--- src/rtl/rf_update_sched_pkg.sv ---
// rf_update_sched_pkg
//   Shared constants for the register-file write scheduler slice:
//   default widths/depth for the reg index, ROB tag, data and commit FIFO,
//   plus a helper that sizes occupancy counters.
package rf_update_sched_pkg;

  localparam int unsigned CMT_DEPTH_DEF  = 4;
  localparam int unsigned ROB_IDX_W_DEF  = 4;
  localparam int unsigned REG_ADDR_W_DEF = 5;
  localparam int unsigned DATA_W_DEF     = 32;

  localparam logic FALSE = 1'b0;

  // Occupancy counter must represent 0..depth inclusive.
  function automatic int unsigned cnt_w(input int unsigned depth);
    return $clog2(depth) + 1;
  endfunction

endpackage

--- src/rtl/rf_cmt_fifo.sv ---
// rf_cmt_fifo
//   Synchronous FIFO, asynchronous active-high reset, power-of-2 depth.
//   Pointers wrap naturally; the occupancy counter separates full from empty.
//   A push while full is accepted only together with a pop.
// Ports:
//   clk, rst         clock / async reset
//   push, din        write request and data
//   pop, dout        read request; dout shows the current head
//   full, empty      status flags
//   count            occupancy 0..DEPTH
module rf_cmt_fifo
  import rf_update_sched_pkg::*;
#(
  parameter int unsigned DEPTH = CMT_DEPTH_DEF,
  parameter int unsigned WIDTH = 8
) (
  input  logic                       clk,
  input  logic                       rst,
  input  logic                       push,
  input  logic [WIDTH-1:0]           din,
  input  logic                       pop,
  output logic [WIDTH-1:0]           dout,
  output logic                       full,
  output logic                       empty,
  output logic [cnt_w(DEPTH)-1:0]    count
);

  localparam int unsigned PTR_W = $clog2(DEPTH);
  localparam int unsigned CNT_W = cnt_w(DEPTH);

  logic [WIDTH-1:0] mem [DEPTH];
  logic [PTR_W-1:0] wr_ptr;
  logic [PTR_W-1:0] rd_ptr;
  logic             push_ok;
  logic             pop_ok;

  assign full    = (count == CNT_W'(DEPTH));
  assign empty   = (count == '0);
  assign pop_ok  = pop & ~empty;
  assign push_ok = push & (~full | pop_ok);
  assign dout    = mem[rd_ptr];

  always_ff @(posedge clk or posedge rst) begin
    if (rst) begin
      wr_ptr <= '0;
      rd_ptr <= '0;
      count  <= '0;
    end else begin
      if (push_ok) wr_ptr <= wr_ptr + 1'b1;
      if (pop_ok)  rd_ptr <= rd_ptr + 1'b1;
      case ({push_ok, pop_ok})
        2'b10:   count <= count + 1'b1;
        2'b01:   count <= count - 1'b1;
        default: count <= count;
      endcase
    end
  end

  always_ff @(posedge clk) begin
    if (push_ok) mem[wr_ptr] <= din;
  end

endmodule

--- src/rtl/rf_update_sched.sv ---
// rf_update_sched
//   Merges rename updates (dispatch) and commit writebacks (ROB) onto the
//   register-file write port. Renames are registered with latency 1; commits
//   are queued in ROB order and drained one per ready cycle. rdy=0 freezes
//   everything; a jp_wrong pulse drops that cycle's dispatch and suppresses
//   one drain slot, but never discards queued commits.
// Config macro:
//   CMT_BYPASS_EN  commit into an empty FIFO is written combinationally in
//                  the same cycle (not enqueued); disabled during jp_wrong.
// Ports:
//   clk, rst                           clock / async active-high reset
//   rdy, jp_wrong                      global stall / misprediction flush
//   disp_valid/rd/idx, disp_ready      rename request handshake
//   cmt_valid/rd/idx/val, cmt_ready    commit writeback handshake
//   upd, upd_rd, upd_idx               RF rename strobe
//   write, write_rd, write_idx, new_val RF writeback strobe
//   cmt_pending                        commit FIFO occupancy
module rf_update_sched
  import rf_update_sched_pkg::*;
#(
  parameter int unsigned CMT_DEPTH  = CMT_DEPTH_DEF,
  parameter int unsigned ROB_IDX_W  = ROB_IDX_W_DEF,
  parameter int unsigned REG_ADDR_W = REG_ADDR_W_DEF,
  parameter int unsigned DATA_W     = DATA_W_DEF
) (
  input  logic                          clk,
  input  logic                          rst,
  input  logic                          rdy,
  input  logic                          jp_wrong,
  input  logic                          disp_valid,
  input  logic [REG_ADDR_W-1:0]         disp_rd,
  input  logic [ROB_IDX_W-1:0]          disp_idx,
  output logic                          disp_ready,
  input  logic                          cmt_valid,
  input  logic [REG_ADDR_W-1:0]         cmt_rd,
  input  logic [ROB_IDX_W-1:0]          cmt_idx,
  input  logic [DATA_W-1:0]             cmt_val,
  output logic                          cmt_ready,
  output logic                          upd,
  output logic [REG_ADDR_W-1:0]         upd_rd,
  output logic [ROB_IDX_W-1:0]          upd_idx,
  output logic                          write,
  output logic [REG_ADDR_W-1:0]         write_rd,
  output logic [ROB_IDX_W-1:0]          write_idx,
  output logic [DATA_W-1:0]             new_val,
  output logic [cnt_w(CMT_DEPTH)-1:0]   cmt_pending
);

  localparam int unsigned ENT_W = REG_ADDR_W + ROB_IDX_W + DATA_W;

  logic                  fifo_full;
  logic                  fifo_empty;
  logic [ENT_W-1:0]      head;
  logic [REG_ADDR_W-1:0] head_rd;
  logic [ROB_IDX_W-1:0]  head_idx;
  logic [DATA_W-1:0]     head_val;
  logic                  disp_acc;
  logic                  cmt_acc;
  logic                  bypass;
  logic                  push;
  logic                  pop;

  logic                  write_q;
  logic [REG_ADDR_W-1:0] write_rd_q;
  logic [ROB_IDX_W-1:0]  write_idx_q;
  logic [DATA_W-1:0]     new_val_q;

  assign disp_ready = rdy & ~jp_wrong;
  assign cmt_ready  = rdy & ~fifo_full;
  assign disp_acc   = disp_valid & disp_ready;
  assign cmt_acc    = cmt_valid & cmt_ready;

  always_comb begin
    bypass = FALSE;
`ifdef CMT_BYPASS_EN
    bypass = cmt_acc & fifo_empty & ~jp_wrong;
`endif
  end

  assign push = cmt_acc & ~bypass;
  // Head is consumed every ready cycle except the flush cycle.
  assign pop  = rdy & ~jp_wrong & ~fifo_empty;

  assign {head_rd, head_idx, head_val} = head;

  rf_cmt_fifo #(
    .DEPTH (CMT_DEPTH),
    .WIDTH (ENT_W)
  ) u_cmt_fifo (
    .clk   (clk),
    .rst   (rst),
    .push  (push),
    .din   ({cmt_rd, cmt_idx, cmt_val}),
    .pop   (pop),
    .dout  (head),
    .full  (fifo_full),
    .empty (fifo_empty),
    .count (cmt_pending)
  );

  always_ff @(posedge clk or posedge rst) begin
    if (rst) begin
      upd         <= FALSE;
      upd_rd      <= '0;
      upd_idx     <= '0;
      write_q     <= FALSE;
      write_rd_q  <= '0;
      write_idx_q <= '0;
      new_val_q   <= '0;
    end else if (rdy) begin
      upd <= disp_acc & (disp_rd != '0);
      if (disp_acc) begin
        upd_rd  <= disp_rd;
        upd_idx <= disp_idx;
      end
      // rd==0 entries still consume their slot, shown as write=0.
      if (pop) begin
        write_q     <= (head_rd != '0);
        write_rd_q  <= head_rd;
        write_idx_q <= head_idx;
        new_val_q   <= head_val;
      end else begin
        write_q <= FALSE;
      end
    end
  end

  always_comb begin
    write     = write_q;
    write_rd  = write_rd_q;
    write_idx = write_idx_q;
    new_val   = new_val_q;
    if (bypass) begin
      write     = (cmt_rd != '0);
      write_rd  = cmt_rd;
      write_idx = cmt_idx;
      new_val   = cmt_val;
    end
  end

endmodule
--- config.mk ---
export PLATFORM = sky130hd
export DESIGN_NAME = rf_update_sched
export DESIGN_NICKNAME = d
export VERILOG_FILES = /design/src/rtl/rf_update_sched_pkg.sv /design/src/rtl/rf_cmt_fifo.sv /design/src/rtl/rf_update_sched.sv
export SDC_FILE = /design/constraint.sdc
export NUM_CORES = 1
export LEC_CHECK = 0
export BUFFER_PORTS_ARGS = -buffer_cell sky130_fd_sc_hd__clkbuf_2
export CAP_MARGIN = 25
export CORE_MARGIN = 2
export CORE_UTILIZATION = 50
export CTS_BUF_LIST = sky130_fd_sc_hd__clkbuf_16
export CTS_CLUSTER_SIZE = 24
export DETAILED_ROUTE_END_ITERATION = 7
export HOLD_SLACK_MARGIN = 0.03
export PLACE_DENSITY = 0.74
export SKIP_CTS_REPAIR_TIMING = 1
export SLEW_MARGIN = 5
export SYNTH_ARGS = -nofsm -noshare
export SYNTH_HDL_FRONTEND = slang
export SYNTH_SLANG_ARGS = --single-unit
--- constraint.sdc ---
create_clock -name clk -period 3.4 [get_ports clk]
set_clock_uncertainty 0.05 [all_clocks]
set_input_delay 0 -clock clk [delete_from_list [all_inputs] [get_ports clk]]
set_output_delay 0 -clock clk [all_outputs]
set_load 0.05 [all_outputs]
# Word level (Yosys, flattened, before mapping)
# Memory sizes are Yosys's and may differ from the RTL's.
# Index checks and enable logic that the tools add are counted.
[totals] register_bits=59 ramBits=164 out_inout_bits=57 memories=1
[op_classes] addsub=4 n_eq_ne=3 n_mux=4 n_bitwise=12 reduce_logical=6
[mem_list] memory="u_cmt_fifo.mem" words=4 width=41 rd=1 rd_clocked_by_memory_dff=0 write_ports=1 line_no="rf_cmt_fifo.sv:31" text="logic [WIDTH-1:0] mem [DEPTH];"
[ops] op="nonzero test 5 bit" count=2
[ops] op="bitwise AND 1 bit" count=8
[ops] op="case mux 3 bit (2 select lines)" count=1
[ops] op="adder 2 x 1 -> 2 bit (second input constant)" count=2
[ops] op="AND reduction 2 bit" count=2
[ops] op="adder 3 x 1 -> 3 bit (second input constant)" count=1
[ops] op="equality test 3 bit (second input constant)" count=1
[ops] op="zero test 3 bit" count=1
[ops] op="two-way mux 1 bit" count=3
[ops] op="NOT 1 bit" count=3
[ops] op="subtractor 3 x 1 -> 3 bit (second input constant)" count=1
[ops] op="equality test 2 x 1 -> 1 bit (second input constant)" count=1
[ops] op="equality test 2 bit (second input constant)" count=1
[ops] op="nonzero test 2 bit" count=1
[ops] op="OR 1 bit" count=1

# Depth between registers and ports, before layout
[logic_depth] depth_word=8 mapped_depth=9 mapped_depth_nobuf=8

# Cells and area by module
# A second synthesis with hierarchy kept.
[unflattened] cells_unflattened=374 area_unflattened_um2=8336.7
[modules_own_cells] module="rf_cmt_fifo" n_inst=1 cells_each=254 area_each_um2=6337.3 seq_area_each_um2=5099.9
[modules_own_cells] module="rf_update_sched" n_inst=1 cells_each=120 area_each_um2=1999.4 seq_area_each_um2=1301.2

# Worst setup path after synthesis
# Ideal clock, no wire load.
[synth_timing] path_type="reg2reg" from="register u_cmt_fifo.count[0]" to="memory u_cmt_fifo.mem[0][0] (netlist bit) (enable)" setup_time_ns=0.402 arrival_time_ns=2.115 path_slack_ns=0.833 stages_incl_launch_ff=3 n_path_buf=0 period_less_slack_ns=2.567 path_cell_list="dfrtp_1 > o311a_1 > and2_1"
[synth_between] elab_chain_cells=8 elab_cells_between_ends=12 cone_classes="1 x eq/ne; 2 x mux; 8 x bitwise; 1 x reduce/logical"
[synth_lines] item="start: declaration" line_no="rf_cmt_fifo.sv:25" text="output logic [cnt_w(DEPTH)-1:0] count"
[synth_lines] item="start signal: assignment" line_no="rf_cmt_fifo.sv:52" text="2'b10: count <= count + 1'b1;"
[synth_lines] item="start signal: assignment" line_no="rf_cmt_fifo.sv:53" text="2'b01: count <= count - 1'b1;"
[synth_lines] item="start signal: assignment" line_no="rf_cmt_fifo.sv:54" text="default: count <= count;"
[synth_lines] item="zero test 3 bit" line_no="rf_cmt_fifo.sv:38" text="assign empty = (count == '0);"
[synth_lines] item="NOT 1 bit" line_no="rf_cmt_fifo.sv:39, rf_update_sched.sv:82"
[synth_lines] item="bitwise AND 1 bit" line_no="rf_update_sched.sv:82" text="assign pop = rdy & ~jp_wrong & ~fifo_empty;"
[synth_lines] item="bitwise AND 1 bit" line_no="rf_cmt_fifo.sv:39" text="assign pop_ok = pop & ~empty;"
[synth_lines] item="OR 1 bit" line_no="rf_cmt_fifo.sv:40" text="assign push_ok = push & (~full | pop_ok);"
[synth_lines] item="bitwise AND 1 bit (*)" line_no="rf_cmt_fifo.sv:40"
[synth_lines] item="two-way mux 1 bit (*)" line_no="rf_cmt_fifo.sv:60" text="if (push_ok) mem[wr_ptr] <= din;"
[synth_lines] item="two-way mux 1 bit (implied by the code) (*)" line_no="rf_cmt_fifo.sv:60"
[synth_lines] item="end: declaration" line_no="rf_cmt_fifo.sv:31"
# Mark *: on every way between the ends. The rest lies on a longest branch, timed or not.

# Final worst setup path
[layout_timing] from="register u_cmt_fifo.count[2]" to="memory u_cmt_fifo.mem[1][17] (netlist bit) (enable)"
# Same word-level chain as after synthesis.

==> results.txt <==
The flow ran to the end, and the final reports show no timing, DRC or antenna violations. The biggest area contributor in the post-synthesis netlist is sky130_fd_sc_hd__edfxtp_1. The initial antenna violation count came to 0.

The ratio of routed vias to standard cells is 5.21. The placed wire-length estimate came out at 9.42 mm. The kind of cell with the highest combined delay along the critical path is simple AND/OR/NAND/NOR gates. For this design, the slowest cell found on the critical path is sky130_fd_sc_hd__and2_2. The total negative slack for setup checks came out at 0 ns. In the final routed layout, each cell accounts on average for 19.2 um. Setup repair after global routing left no endpoint under its margin. CTS saw 223 sinks. The signal arrival time at the worst endpoint came out at 2.32 ns. The count of buffers added on input and output ports is 112. The overall routing resource usage came out at 17.2%. The number of antenna diodes in the final layout is 0. In the final layout, the share of cells above drive strength 1 is 45.5%. Dividing total power by cell area gives a power density of 874 nW/um^2. The number of setup violations in the final report came out at 0. The worst setup slack for register-to-register paths is 1.23 ns. The worst hold slack across all endpoints came out at 0.0198 ns.

CTS built an H-tree with a depth of 1. The unique cell type count in the Yosys netlist is 28. Once placement finished, the instance area stood at 9210 sq um.

In the synthesized netlist the dominant register cell turns out to be sky130_fd_sc_hd__edfxtp_1. After routing the design area is 10500 sq um. The post-route fraction of the period consumed by the critical path came out at 63.8%. The largest buffer count on any clock path is 3. The count of flip-flops with a built-in enable after synthesis came out at 164. Counting both buffers and inverters, the worst setup path holds a total of 2. The gate count after technology mapping is 367. The first-pass GRT wire length came out at 23.6 mm. The transition time of the tightest slew-check pin came out at 0.730 ns. The number of clock buffers added by TritonCTS is 23.

The multi-input logic area came out at 1850 sq um. The number of remaining DRC errors is 0. The worst setup path is launched from a flop. The core box area is 16500 sq um. TritonCTS built the clock tree. The first element of the critical path is u_cmt_fifo.count[2]$_DFFE_PP0P_. The clock transition time at the flip-flop clock pins of the worst setup and hold paths is 0.06 ns. The final critical path time including I/O delays and setup is 2.17 ns.

The critical path goes through inv_1 > o311a_1 > and2_2 > buf_4. The initial detailed-routing violation count is 230. The total number of nets in the final design came out at 619.

The floorplan step defined a die boundary enclosing 17900 sq um. STA puts the critical path data required time at 3.55 ns. The portion of the post-synthesis area used by sequential elements is 76.2%. In the post-synthesis netlist, the cell with the most instances is sky130_fd_sc_hd__edfxtp_1.

At the end of routability-driven placement, the weighted congestion stood at 0.729. Max-cap violations in this run came to 0. The async set-reset flop share out of synthesis came out at 26.5%. The share of the synthesized area in the top cell type is 58.6%.

The number of gates on the worst path with buffers counted is 4. Measured in cells, the most critical reg-to-reg path has a length of 4. The total number of yosys warnings came out at 0. Synthesis inferred 223 register bits. The worst setup path is captured at a flop.

The cell area after synthesis is 8400 sq um. The storage element area came out at 6410 sq um. The design draws 9.17 mW.

The area growth from synthesis to layout is 24.9%. The worst register-to-register path ends at u_cmt_fifo.mem[1][17]$_DFFE_PP_. Timing analysis after detailed placement gives a worst setup slack of 1.19 ns. The cell chosen for the clock root is sky130_fd_sc_hd__clkbuf_16. The path class of the tightest hold or removal check is primary input to flop. The maximum ir drop on the vdd rail is 505 uV. After layout, the worst setup slack is 1.23 ns. The clock latency on the worst-skew pair is 0.50 ns. The residual overflow from global routing came out at 0. The largest net degree at the start of global routing came out at 44.

The number of top-level pins is 113. The final layout contains routed wiring with a total length of 15.2 mm. The worst setup path is of the flop to flop kind. Measured against its own limit, the worst slew margin works out to 51.3%. The commonest cells after synthesis are sky130_fd_sc_hd__edfxtp_1, sky130_fd_sc_hd__dfrtp_1, sky130_fd_sc_hd__mux4_2, sky130_fd_sc_hd__mux2_2, sky130_fd_sc_hd__mux2_4. Derived from the worst setup path, the maximum achievable clock frequency is 0.461 GHz. The final antenna-violating net count is 0.

The number of fill cells is 1131. The worst register-to-register path begins at u_cmt_fifo.count[2]$_DFFE_PP0P_. Of all nets on the critical path, the largest fanout is 24. The leakage power total came out at 3.99 nW. The delay of the slowest cell on the worst path came out at 0.64 ns.

The floorplan step set the die height to 134 um. The per-instance average area after synthesis is 22.9 sq um. The number of global-route vias before repair is 4313. The end of the critical path is u_cmt_fifo.mem[1][17]$_DFFE_PP_. In this run the horizontal extent of the chip is 134 um. The first TritonRoute pass finished after 4 iterations.

After synthesis, the cell types taking the most area are sky130_fd_sc_hd__edfxtp_1, sky130_fd_sc_hd__dfrtp_1, sky130_fd_sc_hd__mux4_2, sky130_fd_sc_hd__mux2_2, sky130_fd_sc_hd__mux2_4. The hold violation count in the final report came to 0. The net count of the mapped netlist is 429. Once the floorplan was initialized, standard cells occupied 50.9% of the core. The number of rows in the core area came out at 47. The final max-slew violation count came to 0. The vias after detailed routing is 4134.
[layer usage]
metal  global-route usage [%]  vias up  wire, um
met1                     22.9     2143      6480
met4                     4.49        0       205
met2                     29.6      107      7820
li1                         -     1863         -
met3                     3.35       21       717
met5                        0        -         0
[kinds of logic (layout without fill, tap and decap cells)]
group | Yosys count | after routing | synth area share [%]
flip-flops | 223 | 223 | 76.2
buffers and inverters | 21 | 228 | 1.92
multiplexers | 93 | 93 | 18.9
AND/OR/NAND/NOR | 12 | 12 | 0.804
adder cells (fa/ha/maj) | 6 | 6 | 0.983
XOR/XNOR | 6 | 6 | 0.625
AO/OA/AOI/OAI | 6 | 6 | 0.611
[worst reg2reg max path, stage by stage (launching register included)]
cell and delay (ns):
sky130_fd_sc_hd__dfrtp_1 0.42, sky130_fd_sc_hd__inv_1 0.13, sky130_fd_sc_hd__o311a_1 0.31, sky130_fd_sc_hd__and2_2 0.64, sky130_fd_sc_hd__buf_4 0.33
[cells in the final DEF, fill, tap and decap left out, drive strengths merged]
cell type,instances
clkinv,10
nor3,2
edfxtp,164
a2bb2oi,1
dlygate4sd3,54
ha,5
mux4,41
nor2b,1
mux2,52
or4,1
xnor2,5
fa,1
buf,14
xor2,1
o31a,2
clkbuf,136
o22ai,1
bufinv,1
o311a,1
and2b,1
o311ai,1
nor2,2
inv,11
clkinvlp,2
dfrtp,59
nand2,1
and2,4
[metrics by stage]
| step | util (%) | cells |
|---|---|---|
| after global routing | 63.5 | 794 |
| final | 63.5 | 794 |
| after floorplan | - | 367 |
| after detailed placement | 55.7 | 697 |
| after global placement | 55.7 | 697 |
| after CTS | 60.1 | 739 |
[power by group]
part	leakage (nW)	switching (mW)	total [mW]	internal, mW
clock network	0.370	0.990	2.35	1.36
logic	1.44	1.77	2.92	1.15
registers	2.18	0.414	3.90	3.48
[registers in the layout, indices dropped and copies added, names as in the netlist]
name and cells:
write 1, new_val 32, upd_rd 5, upd_idx 4, write_rd 5, u_cmt_fifo.wr_ptr 2
u_cmt_fifo.rd_ptr 2, u_cmt_fifo.count 3, upd 1, write_idx 4, u_cmt_fifo.mem 164
[final cells by class]
| class | instances | share of cell area [%] |
|---|---|---|
| inverters | 6 | 0.215 |
| well taps | 220 | 2.62 |
| clock inverters | 18 | 1.17 |
| flip-flops and latches | 223 | 61.0 |
| repair buffers | 180 | 11.6 |
| clock buffers | 24 | 5.72 |
| multi-input cells | 123 | 17.6 |
[worst min path at each step]
stage / startpoint / to / cells past startpoint
2_1_floorplan: cmt_val[0] / u_cmt_fifo.mem[0][0]$_DFFE_PP_ / 0
3_3_place_gp: cmt_val[6] / u_cmt_fifo.mem[0][6]$_DFFE_PP_ / 1
3_5_place_dp: cmt_val[1] / u_cmt_fifo.mem[3][1]$_DFFE_PP_ / 1
4_1_cts: cmt_val[4] / u_cmt_fifo.mem[2][4]$_DFFE_PP_ / 1
5_1_grt: disp_valid / upd$_DFFE_PP0P_ / 3
6_report: disp_valid / upd$_DFFE_PP0P_ / 3
Note: power is estimated with default switching activity, not from simulation.
